## src/rtl/sprite_reg_arbiter.sv

```systemverilog
// -----------------------------------------------------------------------------
// sprite_reg_arbiter
// Round-robin arbiter sharing the single port of the sprite/game-state register
// file among NREQ requesters (CPU, ghost-movement engine, score/pellet updater).
// One requester is granted per cycle and drives the register-file port. A
// registered ack/rdata follows each access one cycle later. A bounded lock
// keeps the grant for atomic read-modify-write sequences.
//
// Ports:
//   clk, reset        clock; synchronous active-high reset
//   req[NREQ]         per-requester access request (level)
//   lock[NREQ]        keep grant after this access (meaningful only with req)
//   addr[NREQ*AW]     requester i address in [i*AW +: AW]
//   wdata[NREQ*DW]    requester i write data in [i*DW +: DW]
//   we[NREQ]          requester i write enable
//   gnt[NREQ]         registered one-hot (or zero) grant
//   ack[NREQ]         one-cycle pulse: access by requester i completed
//   rdata[DW]         registered read data of the last completed access
//   reg_addr/reg_in/reg_we  register-file port drive
//   reg_out[DW]       register-file combinational read data
// -----------------------------------------------------------------------------
module sprite_reg_arbiter #(
    parameter int NREQ     = 3,
    parameter int AW       = 6,
    parameter int DW       = 16,
    parameter int MAX_LOCK = 8
) (
    input  logic                 clk,
    input  logic                 reset,
    input  logic [NREQ-1:0]      req,
    input  logic [NREQ-1:0]      lock,
    input  logic [NREQ*AW-1:0]   addr,
    input  logic [NREQ*DW-1:0]   wdata,
    input  logic [NREQ-1:0]      we,
    output logic [NREQ-1:0]      gnt,
    output logic [NREQ-1:0]      ack,
    output logic [DW-1:0]        rdata,
    output logic [AW-1:0]        reg_addr,
    output logic [DW-1:0]        reg_in,
    output logic                 reg_we,
    input  logic [DW-1:0]        reg_out
);

    localparam int LW = $clog2(NREQ);
    localparam int HW = $clog2(MAX_LOCK + 1);

    logic [NREQ-1:0] r_gnt;
    logic [NREQ-1:0] r_ack;
    logic [DW-1:0]   r_rdata;
    logic [HW-1:0]   r_hold_cnt;
    logic [LW-1:0]   r_last;

    logic [LW-1:0]   w_owner;
    logic            w_access;
    logic            w_hold;
    logic [LW-1:0]   w_next_owner;
    logic            w_any_req;

    // Index of the (one-hot) grant bit; zero when nothing is granted.
    always_comb begin
        w_owner = '0;
        for (int unsigned i = 0; i < NREQ; i++) begin
            if (r_gnt[i]) w_owner = LW'(i);
        end
    end

    // An access happens only when the owner is still requesting.
    assign w_access = |(r_gnt & req);
    assign w_hold   = w_access && lock[w_owner] && (r_hold_cnt < HW'(MAX_LOCK - 1));

    // Rotating search starting just after the last winner, wrapping to it.
    always_comb begin
        int unsigned v_idx;
        v_idx        = 0;
        w_any_req    = 1'b0;
        w_next_owner = r_last;
        for (int unsigned i = 1; i <= NREQ; i++) begin
            v_idx = (32'(r_last) + i) % NREQ;
            if (!w_any_req && req[v_idx[LW-1:0]]) begin
                w_any_req    = 1'b1;
                w_next_owner = v_idx[LW-1:0];
            end
        end
    end

    // Port drive follows the grant; idle or wasted cycles present zeros.
    always_comb begin
        reg_addr = '0;
        reg_in   = '0;
        reg_we   = 1'b0;
        if (w_access) begin
            reg_addr = addr[w_owner*AW +: AW];
            reg_in   = wdata[w_owner*DW +: DW];
            reg_we   = we[w_owner] & ~reset;
        end
    end

    always_ff @(posedge clk) begin
        if (reset) begin
            r_gnt      <= '0;
            r_ack      <= '0;
            r_rdata    <= '0;
            r_hold_cnt <= '0;
            r_last     <= LW'(NREQ - 1);
        end else begin
            r_ack <= '0;
            if (w_access) begin
                r_ack[w_owner] <= 1'b1;
                // Captured before the write lands, so writes return the old value.
                r_rdata        <= reg_out;
            end
            if (w_hold) begin
                r_hold_cnt <= r_hold_cnt + HW'(1);
            end else begin
                r_hold_cnt <= '0;
                r_gnt      <= '0;
                if (w_any_req) begin
                    r_gnt[w_next_owner] <= 1'b1;
                    r_last              <= w_next_owner;
                end
            end
        end
    end

    assign gnt   = r_gnt;
    assign ack   = r_ack;
    assign rdata = r_rdata;

endmodule

```

## config.mk

```make
export PLATFORM = sky130hd
export DESIGN_NAME = sprite_reg_arbiter
export DESIGN_NICKNAME = d
export VERILOG_FILES = /design/src/rtl/sprite_reg_arbiter.sv
export SDC_FILE = /design/constraint.sdc
export NUM_CORES = 1
export LEC_CHECK = 0
export ABC_AREA = 1
export CORE_UTILIZATION = 35
export DETAILED_ROUTE_END_ITERATION = 12
export GPL_ROUTABILITY_DRIVEN = 0
export HOLD_SLACK_MARGIN = 0.08
export PLACE_DENSITY = 0.89
export SYNTH_ARGS = -nofsm -noshare
export SYNTH_HDL_FRONTEND = slang
export SYNTH_SLANG_ARGS = --single-unit
```

## constraint.sdc

```tcl
create_clock -name clk -period 2.2 [get_ports clk]
set_input_delay 0.22 -clock clk [delete_from_list [all_inputs] [get_ports clk]]
set_output_delay 0.22 -clock clk [all_outputs]
set_load 0.01 [all_outputs]
```

==> run_summary.xml <==
<?xml version="1.0" encoding="UTF-8"?>
<metrics>
  <group name="flow_run">
    <metric name="maxCapViolCount" unit="">0</metric>
  </group>
  <group name="timing">
    <metric name="final.period_utilization" unit="%">96.0</metric>
    <metric name="period_needed" unit="ns">2.11</metric>
    <metric name="finalClockSkew" unit="ns">0.00225</metric>
    <metric name="max_slew.worst_pin.slew" unit="ns">0.270</metric>
    <metric name="final-max-slew-violation-count" unit="">0</metric>
    <metric name="grt_setup_unrepaired" unit="">true</metric>
    <metric name="hold_slack" unit="ns">0.467</metric>
    <metric name="max_freq" unit="MHz">473</metric>
    <metric name="report.final.setup_viol" unit="">0</metric>
    <metric name="slew_headroom" unit="%">82.0</metric>
    <metric name="timing_hold_violations_final" unit="">0</metric>
  </group>
  <group name="cells_and_area">
    <metric name="mostFrequentLayoutCells" unit="">124 x sky130_fd_sc_hd__clkdlybuf4s50_1, 77 x sky130_fd_sc_hd__nand2_1, 64 x sky130_fd_sc_hd__inv_1</metric>
    <metric name="fillers" unit="">468</metric>
    <metric name="num_antenna_cells" unit="">0</metric>
    <metric name="fin_nets" unit="">560</metric>
    <metric name="post_route_cells_drive_above_1_share" unit="%">9.33</metric>
    <metric name="final_common_cell" unit="">sky130_fd_sc_hd__clkdlybuf4s50_1</metric>
    <metric name="area_delta_synth_final" unit="%">83.6</metric>
  </group>
  <group name="clock_tree">
    <metric name="cts_buffers" unit="">3</metric>
    <metric name="cts_tree" unit="">built</metric>
    <metric name="numClockSinks" unit="">28</metric>
    <metric name="cts.htree.levels" unit="">1</metric>
    <metric name="clock-root-buffer" unit="">sky130_fd_sc_hd__clkbuf_8</metric>
    <metric name="clk_latency" unit="ns">0.27</metric>
    <metric name="clk_path_buf_depth" unit="">2</metric>
    <metric name="clk_transition_reported_paths" unit="ns">0.09</metric>
  </group>
  <group name="power_and_ir_drop">
    <metric name="seqPwrFrac" unit="%">23.4</metric>
    <metric name="power.switching_fraction" unit="%">42.8</metric>
    <metric name="pwr-share-comb" unit="%">66.5</metric>
    <metric name="ir_drop" unit="V">0.000636</metric>
    <metric name="report.power.total" unit="uW">3080</metric>
    <metric name="power_frac_clock" unit="%">10.1</metric>
    <metric name="cellPowerDensity" unit="nW/um2">863</metric>
    <metric name="standby_leakage_power" unit="uW">0.00196</metric>
    <metric name="internal-power" unit="uW">1760</metric>
    <metric name="p_sw" unit="uW">1320</metric>
  </group>
  <group name="die">
    <metric name="design.core.area" unit="um2">5240</metric>
    <metric name="floorplan.rows" unit="">26</metric>
    <metric name="io_pins" unit="">138</metric>
    <metric name="floorplan.die.height" unit="um">76.5</metric>
    <metric name="floorplan.initialDensity" unit="%">37.1</metric>
    <metric name="dieWidth" unit="um">76.5</metric>
    <metric name="dieArea" unit="um2">5850</metric>
  </group>
  <group name="synth">
    <metric name="synth.yosys.seq_area_share" unit="%">28.9</metric>
    <metric name="synth_seq_cells" unit="">28</metric>
    <metric name="synth-warning-count" unit="">0</metric>
    <metric name="syn_nets" unit="">416</metric>
    <metric name="syn_inst" unit="">318</metric>
    <metric name="mean_instance_size_in_the_synthesized_netlist" unit="um2">6.11</metric>
    <metric name="synth.lib_cells_used.distinct" unit="">26</metric>
    <metric name="post_synth_instance_area" unit="um2">1940</metric>
  </group>
  <group name="worst_hold_path">
    <metric name="hold_path_class" unit="">register to register</metric>
  </group>
  <group name="route">
    <metric name="ant_nets" unit="">0</metric>
    <metric name="total_via_count_after_detailed_routing" unit="">2479</metric>
    <metric name="dr.first_iter.drc_count" unit="">71</metric>
    <metric name="drt_drc_violations_left" unit="">0</metric>
    <metric name="routed_wire_length_per_instance" unit="um">11.8</metric>
    <metric name="routed_via_density" unit="">4.67</metric>
    <metric name="drt-pass1-iter-count" unit="">4</metric>
    <metric name="post_detailed_routing_wire_length" unit="mm">6.26</metric>
  </group>
  <group name="grt">
    <metric name="groute.usage.overall" unit="%">20.6</metric>
    <metric name="global_route.overflow_total" unit="">0</metric>
    <metric name="first_global_vias" unit="">2317</metric>
    <metric name="global_route_wire_length_before_repair" unit="mm">10.0</metric>
    <metric name="grt_start_max_net_pins" unit="">33</metric>
    <metric name="grt_antenna_before_repair" unit="">0</metric>
  </group>
  <group name="setup_path">
    <metric name="cp_data_required_time" unit="ns">1.98</metric>
    <metric name="critical_path.max_fanout" unit="">11</metric>
    <metric name="cp_data_arrival_time" unit="ns">1.89</metric>
    <metric name="critPathCaptureType" unit="">output pin</metric>
    <metric name="critical_path_class" unit="">primary input to output pin</metric>
    <metric name="startpoint_type_of_the_worst_setup_path" unit="">primary input</metric>
  </group>
  <group name="placed_design">
    <metric name="port_buffers" unit="">137</metric>
    <metric name="dpl.hpwl" unit="mm">5.06</metric>
  </group>
  <group name="run_status">
    <metric name="status" unit="">completed</metric>
  </group>
</metrics>
## power groups by stage
stage	Sequential, uW	Clock [uW]	Combinational [uW]
CTS	721	318	2040
floorplan	768	0	1130
global placement	725	0	1950
global route	735	335	2280
detailed placement	731	0	2000
finish	721	311	2050
## timing repair
action	CTS	global route
setup buffers	1	1
setup endpoints to repair	15	22
hold buffers	0	0
cloned	0	1
gates resized for setup	0	17
pin swaps	1	0
## worst max-delay path: stages
cell and delay (ns):
sky130_fd_sc_hd__clkdlybuf4s50_1 0.47, sky130_fd_sc_hd__inv_1 0.09, sky130_fd_sc_hd__o211ai_4 0.21, sky130_fd_sc_hd__buf_12 0.15
sky130_fd_sc_hd__buf_4 0.14, sky130_fd_sc_hd__nand2_1 0.05, sky130_fd_sc_hd__inv_1 0.04, sky130_fd_sc_hd__clkdlybuf4s50_1 0.52
## Yosys cell counts
cell type | count | area, um2
sky130_fd_sc_hd__nand4_1 | 2 | 12.5
sky130_fd_sc_hd__nand3_1 | 13 | 65.1
sky130_fd_sc_hd__o21ai_2 | 1 | 8.76
sky130_fd_sc_hd__nand3_2 | 2 | 20.0
sky130_fd_sc_hd__buf_1 | 1 | 3.75
sky130_fd_sc_hd__o211ai_2 | 2 | 25.0
sky130_fd_sc_hd__buf_4 | 4 | 30.0
sky130_fd_sc_hd__xor2_1 | 1 | 8.76
sky130_fd_sc_hd__o21ai_0 | 29 | 145
sky130_fd_sc_hd__clkbuf_1 | 4 | 15.0
sky130_fd_sc_hd__clkinv_1 | 1 | 3.75
sky130_fd_sc_hd__buf_2 | 5 | 25.0
sky130_fd_sc_hd__nor2_1 | 22 | 82.6
sky130_fd_sc_hd__nor2_4 | 1 | 11.3
sky130_fd_sc_hd__a21oi_1 | 19 | 95.1
sky130_fd_sc_hd__a22oi_1 | 15 | 113
sky130_fd_sc_hd__ha_1 | 5 | 62.6
sky130_fd_sc_hd__inv_2 | 6 | 22.5
sky130_fd_sc_hd__inv_1 | 64 | 240
sky130_fd_sc_hd__nand2_1 | 77 | 289
sky130_fd_sc_hd__dfxtp_1 | 28 | 561
sky130_fd_sc_hd__nand2_4 | 1 | 11.3
sky130_fd_sc_hd__nand4_2 | 1 | 12.5
sky130_fd_sc_hd__nor2_2 | 4 | 25.0
sky130_fd_sc_hd__nand2_2 | 3 | 18.8
sky130_fd_sc_hd__o21ai_1 | 7 | 35.0
## final timing paths
check	startpoint	end	slack, ns	cells past startpoint
max	req[1]	reg_in[4]	0.09	8
min	r_hold_cnt[0]	r_hold_cnt[0]	0.47	1
max reg2reg	r_last[0]	gnt[1]	0.35	10
min reg2reg	r_hold_cnt[0]	r_hold_cnt[0]	0.47	1
## sequential cells by signal, indices dropped and copies added, names as in the netlist
name and count:
rdata 16, r_last 2, gnt 3, ack 3, r_hold_cnt 4
## through the flow
step                      cell area (um2)  std cells  setup TNS, ns  util (%)  setup slack, ns
after CTS                            3510        529              0      67.0           0.0477
after floorplan                      1940        318              0         -            0.562
after detailed placement             3430        524              0      65.6           0.0218
final                                3560        531              0      68.1           0.0877
after global routing                 3560        531        -0.0417      68.1          -0.0217
after global placement               3430        524              0      65.6           0.0286
## logic make-up after synthesis
family	after synthesis	share of synthesized area, %
AND/OR/NAND/NOR	126	28.2
buffers and inverters	85	17.5
AO/OA/AOI/OAI	73	21.7
flip-flops	28	28.9
adder cells (fa/ha/maj)	5	3.22
XOR/XNOR	1	0.451
## final cells by class
| cell class | count | area, um2 | share of cell area [%] |
|---|---|---|---|
| Multi-Input combinational cell | 205 | 1050 | 29.4 |
| Timing Repair Buffer | 152 | 1530 | 43.0 |
| Timing Repair inverter | 1 | 5.00 | 0.140 |
| Sequential cell | 28 | 562 | 15.8 |
| Clock buffer | 4 | 55.1 | 1.54 |
| Inverter | 71 | 273 | 7.65 |
| Tap cell | 70 | 87.6 | 2.46 |
## routing by layer
layer | vias up | wire [um] | track usage (%)
met5 | - | 0 | 0
met4 | 0 | 92 | 3.08
met3 | 10 | 381 | 4.19
met2 | 94 | 3250 | 40.0
met1 | 1100 | 2540 | 23.0
li1 | 1275 | - | -
Power figures use the tool's default switching activity.
